[src/rtl/fifo_ext.sv]
// rtl/fifo_ext.sv - parameterised circular FIFO with thresholds, fill level, peak watermark and sticky error flags
module fifo_ext #(
    parameter int P_DATA_WIDTH = 8,
    parameter int P_FIFO_DEPTH = 16,
    parameter int P_AFULL_LVL  = 14,
    parameter int P_AEMPTY_LVL = 2,
    localparam int CW = $clog2(P_FIFO_DEPTH + 1)
) (
    input  logic                    iClk,
    input  logic                    iRst,
    input  logic                    iFlush,
    input  logic                    iClrErr,
    input  logic                    iPush,
    input  logic [P_DATA_WIDTH-1:0] iPushData,
    input  logic                    iPop,
    output logic [P_DATA_WIDTH-1:0] oPopData,
    output logic                    oFull,
    output logic                    oEmpty,
    output logic                    oAlmostFull,
    output logic                    oAlmostEmpty,
    output logic [CW-1:0]           oLevel,
    output logic [CW-1:0]           oPeak,
    output logic                    oOverflow,
    output logic                    oUnderflow
);

    localparam int PW = $clog2(P_FIFO_DEPTH);
    localparam logic [CW-1:0] LVL_FULL   = CW'(P_FIFO_DEPTH);
    localparam logic [CW-1:0] LVL_AFULL  = CW'(P_AFULL_LVL);
    localparam logic [CW-1:0] LVL_AEMPTY = CW'(P_AEMPTY_LVL);
    localparam logic [PW-1:0] PTR_LAST   = PW'(P_FIFO_DEPTH - 1);

    if (P_FIFO_DEPTH < 2 || P_AFULL_LVL < 1 || P_AFULL_LVL > P_FIFO_DEPTH ||
        P_AEMPTY_LVL < 0 || P_AEMPTY_LVL > P_FIFO_DEPTH - 1) begin : g_bad_params
        $error("fifo_ext: illegal parameter set");
    end

    typedef enum logic [2:0] {
        OP_IDLE,
        OP_FLUSH,
        OP_PUSH_ONLY,
        OP_POP_ONLY,
        OP_PUSH_POP
    } op_t;

    logic [P_DATA_WIDTH-1:0] mem [P_FIFO_DEPTH];
    logic [PW-1:0] wr_ptr, rd_ptr, wr_nxt, rd_nxt;
    logic [CW-1:0] level, level_nxt, peak, peak_nxt;
    logic          ovf, udf;
    logic          push_acc, pop_acc, ovf_set, udf_set;
    op_t           op;

    // Explicit wrap so non-power-of-2 depths never index past the last entry.
    function automatic logic [PW-1:0] ptr_inc(input logic [PW-1:0] p);
        return (p == PTR_LAST) ? '0 : p + 1'b1;
    endfunction

    assign oFull        = (level == LVL_FULL);
    assign oEmpty       = (level == '0);
    assign oAlmostFull  = (level >= LVL_AFULL);
    assign oAlmostEmpty = (level <= LVL_AEMPTY);
    assign oLevel       = level;
    assign oPeak        = peak;
    assign oOverflow    = ovf;
    assign oUnderflow   = udf;
    assign oPopData     = mem[rd_ptr];

    assign push_acc = iPush & ~oFull  & ~iFlush;
    assign pop_acc  = iPop  & ~oEmpty & ~iFlush;
    assign ovf_set  = iPush & oFull   & ~iFlush;
    assign udf_set  = iPop  & oEmpty  & ~iFlush;

    always_comb begin
        op = OP_IDLE;
        if (iFlush)                   op = OP_FLUSH;
        else if (push_acc && pop_acc) op = OP_PUSH_POP;
        else if (push_acc)            op = OP_PUSH_ONLY;
        else if (pop_acc)             op = OP_POP_ONLY;
    end

    always_comb begin
        wr_nxt    = wr_ptr;
        rd_nxt    = rd_ptr;
        level_nxt = level;
        case (op)
            OP_FLUSH: begin
                wr_nxt    = '0;
                rd_nxt    = '0;
                level_nxt = '0;
            end
            OP_PUSH_ONLY: begin
                wr_nxt    = ptr_inc(wr_ptr);
                level_nxt = level + 1'b1;
            end
            OP_POP_ONLY: begin
                rd_nxt    = ptr_inc(rd_ptr);
                level_nxt = level - 1'b1;
            end
            OP_PUSH_POP: begin
                wr_nxt = ptr_inc(wr_ptr);
                rd_nxt = ptr_inc(rd_ptr);
            end
            default: ;
        endcase
    end

    // Clearing reloads the watermark with the level being entered, not zero.
    always_comb begin
        peak_nxt = (level_nxt > peak) ? level_nxt : peak;
        if (iClrErr) peak_nxt = level_nxt;
    end

    always_ff @(posedge iClk or posedge iRst) begin
        if (iRst) begin
            wr_ptr <= '0;
            rd_ptr <= '0;
            level  <= '0;
            peak   <= '0;
            ovf    <= 1'b0;
            udf    <= 1'b0;
        end else begin
            wr_ptr <= wr_nxt;
            rd_ptr <= rd_nxt;
            level  <= level_nxt;
            peak   <= peak_nxt;
            ovf    <= ovf_set | (ovf & ~iClrErr);
            udf    <= udf_set | (udf & ~iClrErr);
        end
    end

    always_ff @(posedge iClk) begin
        if (op == OP_PUSH_ONLY || op == OP_PUSH_POP) mem[wr_ptr] <= iPushData;
    end

endmodule

[config.mk]
export PLATFORM = sky130hd
export DESIGN_NAME = fifo_ext
export DESIGN_NICKNAME = d
export VERILOG_FILES = /design/src/rtl/fifo_ext.sv
export SDC_FILE = /design/constraint.sdc
export NUM_CORES = 1
export LEC_CHECK = 0
export ABC_AREA = 1
export CAP_MARGIN = 20
export CORE_MARGIN = 3
export CORE_UTILIZATION = 50
export CTS_CLUSTER_DIAMETER = 50
export DETAILED_ROUTE_END_ITERATION = 12
export HOLD_SLACK_MARGIN = 0.06
export PLACE_DENSITY = 0.69
export SKIP_CTS_REPAIR_TIMING = 1
export SLEW_MARGIN = 20
export SYNTH_ARGS = -nofsm -noshare
export SYNTH_HDL_FRONTEND = slang
export SYNTH_SLANG_ARGS = --single-unit
export TNS_END_PERCENT = 50
[constraint.sdc]
create_clock -name iClk -period 3.7 [get_ports iClk]
set_input_delay 0.74 -clock iClk [delete_from_list [all_inputs] [get_ports iClk]]
set_output_delay 0.74 -clock iClk [all_outputs]
set_load 0.03 [all_outputs]
==> results.md <==
| Group | Quantity | Value |
| --- | --- | --- |
| sta | Final TNS setup | 0 ns |
| sta | Layout Skew | 0.00886 ns |
| logic synthesis | Most used standard cells in the synthesized netlist | sky130_fd_sc_hd__nand2_1, sky130_fd_sc_hd__edfxtp_1, sky130_fd_sc_hd__nor2_1 |
| critical path | Critical path endpoint | oPopData[6] |
| finish | Layout cells sized above 1 | 0.153 |
| critical path | Crit path DAT | 2.81 ns |
| critical path | CP Buf/Inv Count | 2 |
| critical path | Top Family by Delay on Critical Path | buffers and inverters |
| logic synthesis | Main synth FF type | sky130_fd_sc_hd__edfxtp_1 |
| logic synthesis | Total of flip-flops plus latches after synthesis | 148 |
| drt | DRC violation total after the first TritonRoute iteration | 387 |
| clock tree | Number of sinks on the clock net | 148 |
| finish | Area growth, synth to finish | 22.3% |
| clock tree | Clock input transition at the sequential cells of the worst setup and hold paths | 0.06 ns |
| pwr | Power density cells | 516 nW/um2 |
| clock tree | Maximum number of buffers from clock root to sink | 2 |
| finish | Total of fill cells in the finished design | 964 |
| grt | Number of global-route vias before repair | 4482 |
| run | Max-capacitance violation count | 0 |
| drt | Antenna Violating Nets Remaining | 0 |
| critical path | Reg2Reg Depth | 26 |
| floorplan | Total Die Area | 14300 um2 |
| placed design | Placer's final routability congestion estimate | 0.909 |
| clock tree | Worst-Skew Late Latency | 0.42 ns |
| placed design | Detailed placer's ending HPWL | 9610 um |
| outcome | Run status | finished, final reports clean |
| hold path | Class of the tightest hold or removal check | reg2reg |
| placed design | Cell count after placement | 799 |
| clock tree | Number of levels in the clock H-tree | 4 |
| drt | WL met1 | 6440 um |
| logic synthesis | Fraction of synthesized cell area taken by the top area cell type | 0.594 |
| logic synthesis | Leading post-synthesis cells by cell area | sky130_fd_sc_hd__edfxtp_1, sky130_fd_sc_hd__nand2_1, sky130_fd_sc_hd__dfrtp_1 |
| critical path | Largest driver fanout on the critical path | 52 |
| sta | Achievable frequency | 282 MHz |
| pwr | LEAKAGE | 2.97 nW |
| sta | RSZ-0062 raised after global routing | no |
| grt | Grt total ovfl | 0 |
| critical path | Logic depth of the worst path, buffers included | 8 |
| drt | Detailed-route DRC error count | 0 |
| sta | Total of endpoints with negative setup slack in the final report | 0 |
| drt | Total iterations of the first detailed-routing run | 5 |
| critical path | Maximum single-stage delay on the critical path | 0.66 ns |
| sta | Worst-case headroom to the max-slew limit | 0.434 |
| grt | Antenna violations before repair | 0 |
| critical path | Crit path capture type | output pin |
| drt | Met3 wirelength from detailed routing | 925 um |
| clock tree | Buffer type at the clock tree root | sky130_fd_sc_hd__clkbuf_16 |
| drt | Top layer used by detailed routing | met4 |
| floorplan | CORE AREA | 12300 um2 |
| placed design | Number of port buffers | 37 |
| clock tree | Clock tree from TritonCTS | built |
| logic synthesis | Mean instance size in the synthesized netlist | 11.2 um2 |
| logic synthesis | Number of enable flip-flop cells after synthesis | 128 |
| drt | Routed wire per std cell | 18.1 um |
| critical path | Startpoint type of the worst setup path | flop |
| sta | Number of pins exceeding their max-slew limit in the final report | 0 |
| clock tree | Total CTS buffers | 17 |
| floorplan | Initial core utilization | 0.525 |
| sta | Final count of hold timing violations | 0 |
| pwr | Worst voltage drop across the vdd grid | 0.000265 V |
| logic synthesis | Total nets after synthesis | 610 |
| drt | Vias post-DR | 4555 |
| drt | Vias per Instance | 5.46 |
| logic synthesis | Share of synthesized area occupied by flip-flops and latches | 0.672 |
| logic synthesis | Synthesized area | 6470 um2 |
| floorplan | Horizontal die dimension | 120 um |
| drt | Sum of routed wire length over all layers | 15100 um |
| logic synthesis | Share of flip-flops with an asynchronous set or reset after synthesis | 0.135 |
| logic synthesis | Count of distinct cell types in the synthesized netlist | 35 |
| critical path | Origin of the worst setup path | rd_ptr[0] |
| sta | Final critical path time including I/O delays and setup | 3.55 ns |
| finish | Antenna Diode Count | 0 |
| drt | Routed wire length on met2 | 7460 um |
| sta | Pin slew with the least headroom to its limit | 0.848 ns |
| critical path | Worst flop-to-flop path startpoint | oLevel[2] |
| logic synthesis | Most common cell in the synthesized netlist | sky130_fd_sc_hd__nand2_1 |
| critical path | Terminus of the critical flop-to-flop path | oPeak[2] |
| logic synthesis | Count of yosys warnings during synthesis | 0 |
| floorplan | Row cnt | 40 |
| pwr | Design Power | 0.00408 W |
| critical path | Crit-path most repeated cell | sky130_fd_sc_hd__nand2_1 |
| grt | First-pass GRT wire length | 23800 um |
| finish | Number of standard cells in the final layout excluding fillers | 834 |
| floorplan | Die Y | 120 um |
| critical path | Cells traversed along the worst timing path | buf_4 -> nand2_1 -> nand3_1 -> nand2_1 -> a31oi_1 -> o21ai_1 -> nand2_1 -> clkdlybuf4s50_1 |
| critical path | Startpoint-to-endpoint class of the critical path | reg2out |
| critical path | Required @ worst endpoint | 2.96 ns |
| critical path | Reg-to-reg setup timing slack | 0.36 ns |
| logic synthesis | Number of instances in the synthesized netlist | 580 |
| floorplan | Ports placed on the boundary | 38 |
| critical path | Cell at the slowest stage of the critical path | sky130_fd_sc_hd__clkdlybuf4s50_1 |
| grt | GRT Total Usage | 0.218 |
| logic synthesis | Area leader, netlist | sky130_fd_sc_hd__edfxtp_1 |
| sta | Final worst path period share | 0.958 |
| grt | Pin count of the biggest net entering global routing | 61 |
| finish | Fin nets | 683 |
cells in the final DEF (no fill, tap or decap), types with 10 or more instances in the layout:
cell type	instances
sky130_fd_sc_hd__nand3_1	36
sky130_fd_sc_hd__clkdlybuf4s50_1	37
sky130_fd_sc_hd__clkbuf_16	17
sky130_fd_sc_hd__dfrtp_1	18
sky130_fd_sc_hd__edfxtp_1	128
sky130_fd_sc_hd__nand4_1	10
sky130_fd_sc_hd__nand2_1	137
sky130_fd_sc_hd__ha_1	10
sky130_fd_sc_hd__nor2_1	54
sky130_fd_sc_hd__buf_4	39
sky130_fd_sc_hd__o21ai_1	28
sky130_fd_sc_hd__o21ai_0	26
sky130_fd_sc_hd__inv_1	35
sky130_fd_sc_hd__o211ai_1	14
worst min path at each step:
stage	to	cells after the start	slack, ns	start
floorplan	rd_ptr[1]	3	0.56	rd_ptr[1]
global placement	oUnderflow	2	0.48	oUnderflow
detailed placement	oOverflow	2	0.48	oOverflow
CTS	oOverflow	2	0.50	oOverflow
global route	oUnderflow	2	0.54	oUnderflow
finish	oOverflow	2	0.50	oOverflow
per-layer routing:
layer	vias to the layer above	track usage
met4	0	0.0709
li1	2167	-
met2	160	0.356
met3	18	0.0476
met1	2210	0.294
met5	-	0
tightest hold or removal path, stage by stage (launching register included):
cell	delay (ns)
sky130_fd_sc_hd__dfrtp_1	0.35
sky130_fd_sc_hd__nand2_1	0.05
sky130_fd_sc_hd__o21ai_0	0.06
cell type report:
class / instances / area, um2 / area share
Clock inverter: 14 / 185 / 0.0234
Inverter: 46 / 183 / 0.0231
Timing Repair Buffer: 76 / 663 / 0.0838
Tap cell: 168 / 210 / 0.0266
Clock buffer: 18 / 429 / 0.0542
Multi-Input combinational cell: 364 / 1900 / 0.240
Sequential cell: 148 / 4350 / 0.549
per-stage QoR:
step | worst slack, ns | hold WS [ns] | instance area (um2) | utilization
global placement | -0.258 | 0.476 | 7180 | 0.583
finish | 0.154 | 0.499 | 7910 | 0.643
global route | 0.0148 | 0.539 | 7910 | 0.643
CTS | 0.0694 | 0.500 | 7790 | 0.633
detailed placement | -0.385 | 0.481 | 7180 | 0.583
floorplan | 0.226 | 0.565 | 6470 | -
state kept, by name, summed over array words and instances (netlist names):
name,cells
mem,128
oLevel,5
oOverflow,1
oPeak,5
oUnderflow,1
rd_ptr,4
wr_ptr,4
where the power goes:
part           total (W)  switching, W  internal (W)
Clock            0.00178      0.000659       0.00112
Sequential       0.00186     0.0000153       0.00184
Combinational   0.000443      0.000296      0.000147
Total            0.00408      0.000970       0.00311
logic make-up (layout without fill, tap and decap cells):
family,Yosys count,after routing,synth area share
buf+inv,68,154,0.0499
flops,148,148,0.672
compound gates,89,89,0.0789
simple gates,257,257,0.165
fa+ha+maj,16,16,0.0321
xor+xnor,2,2,0.00271
No activity file was read; power rests on OpenSTA's default activity.
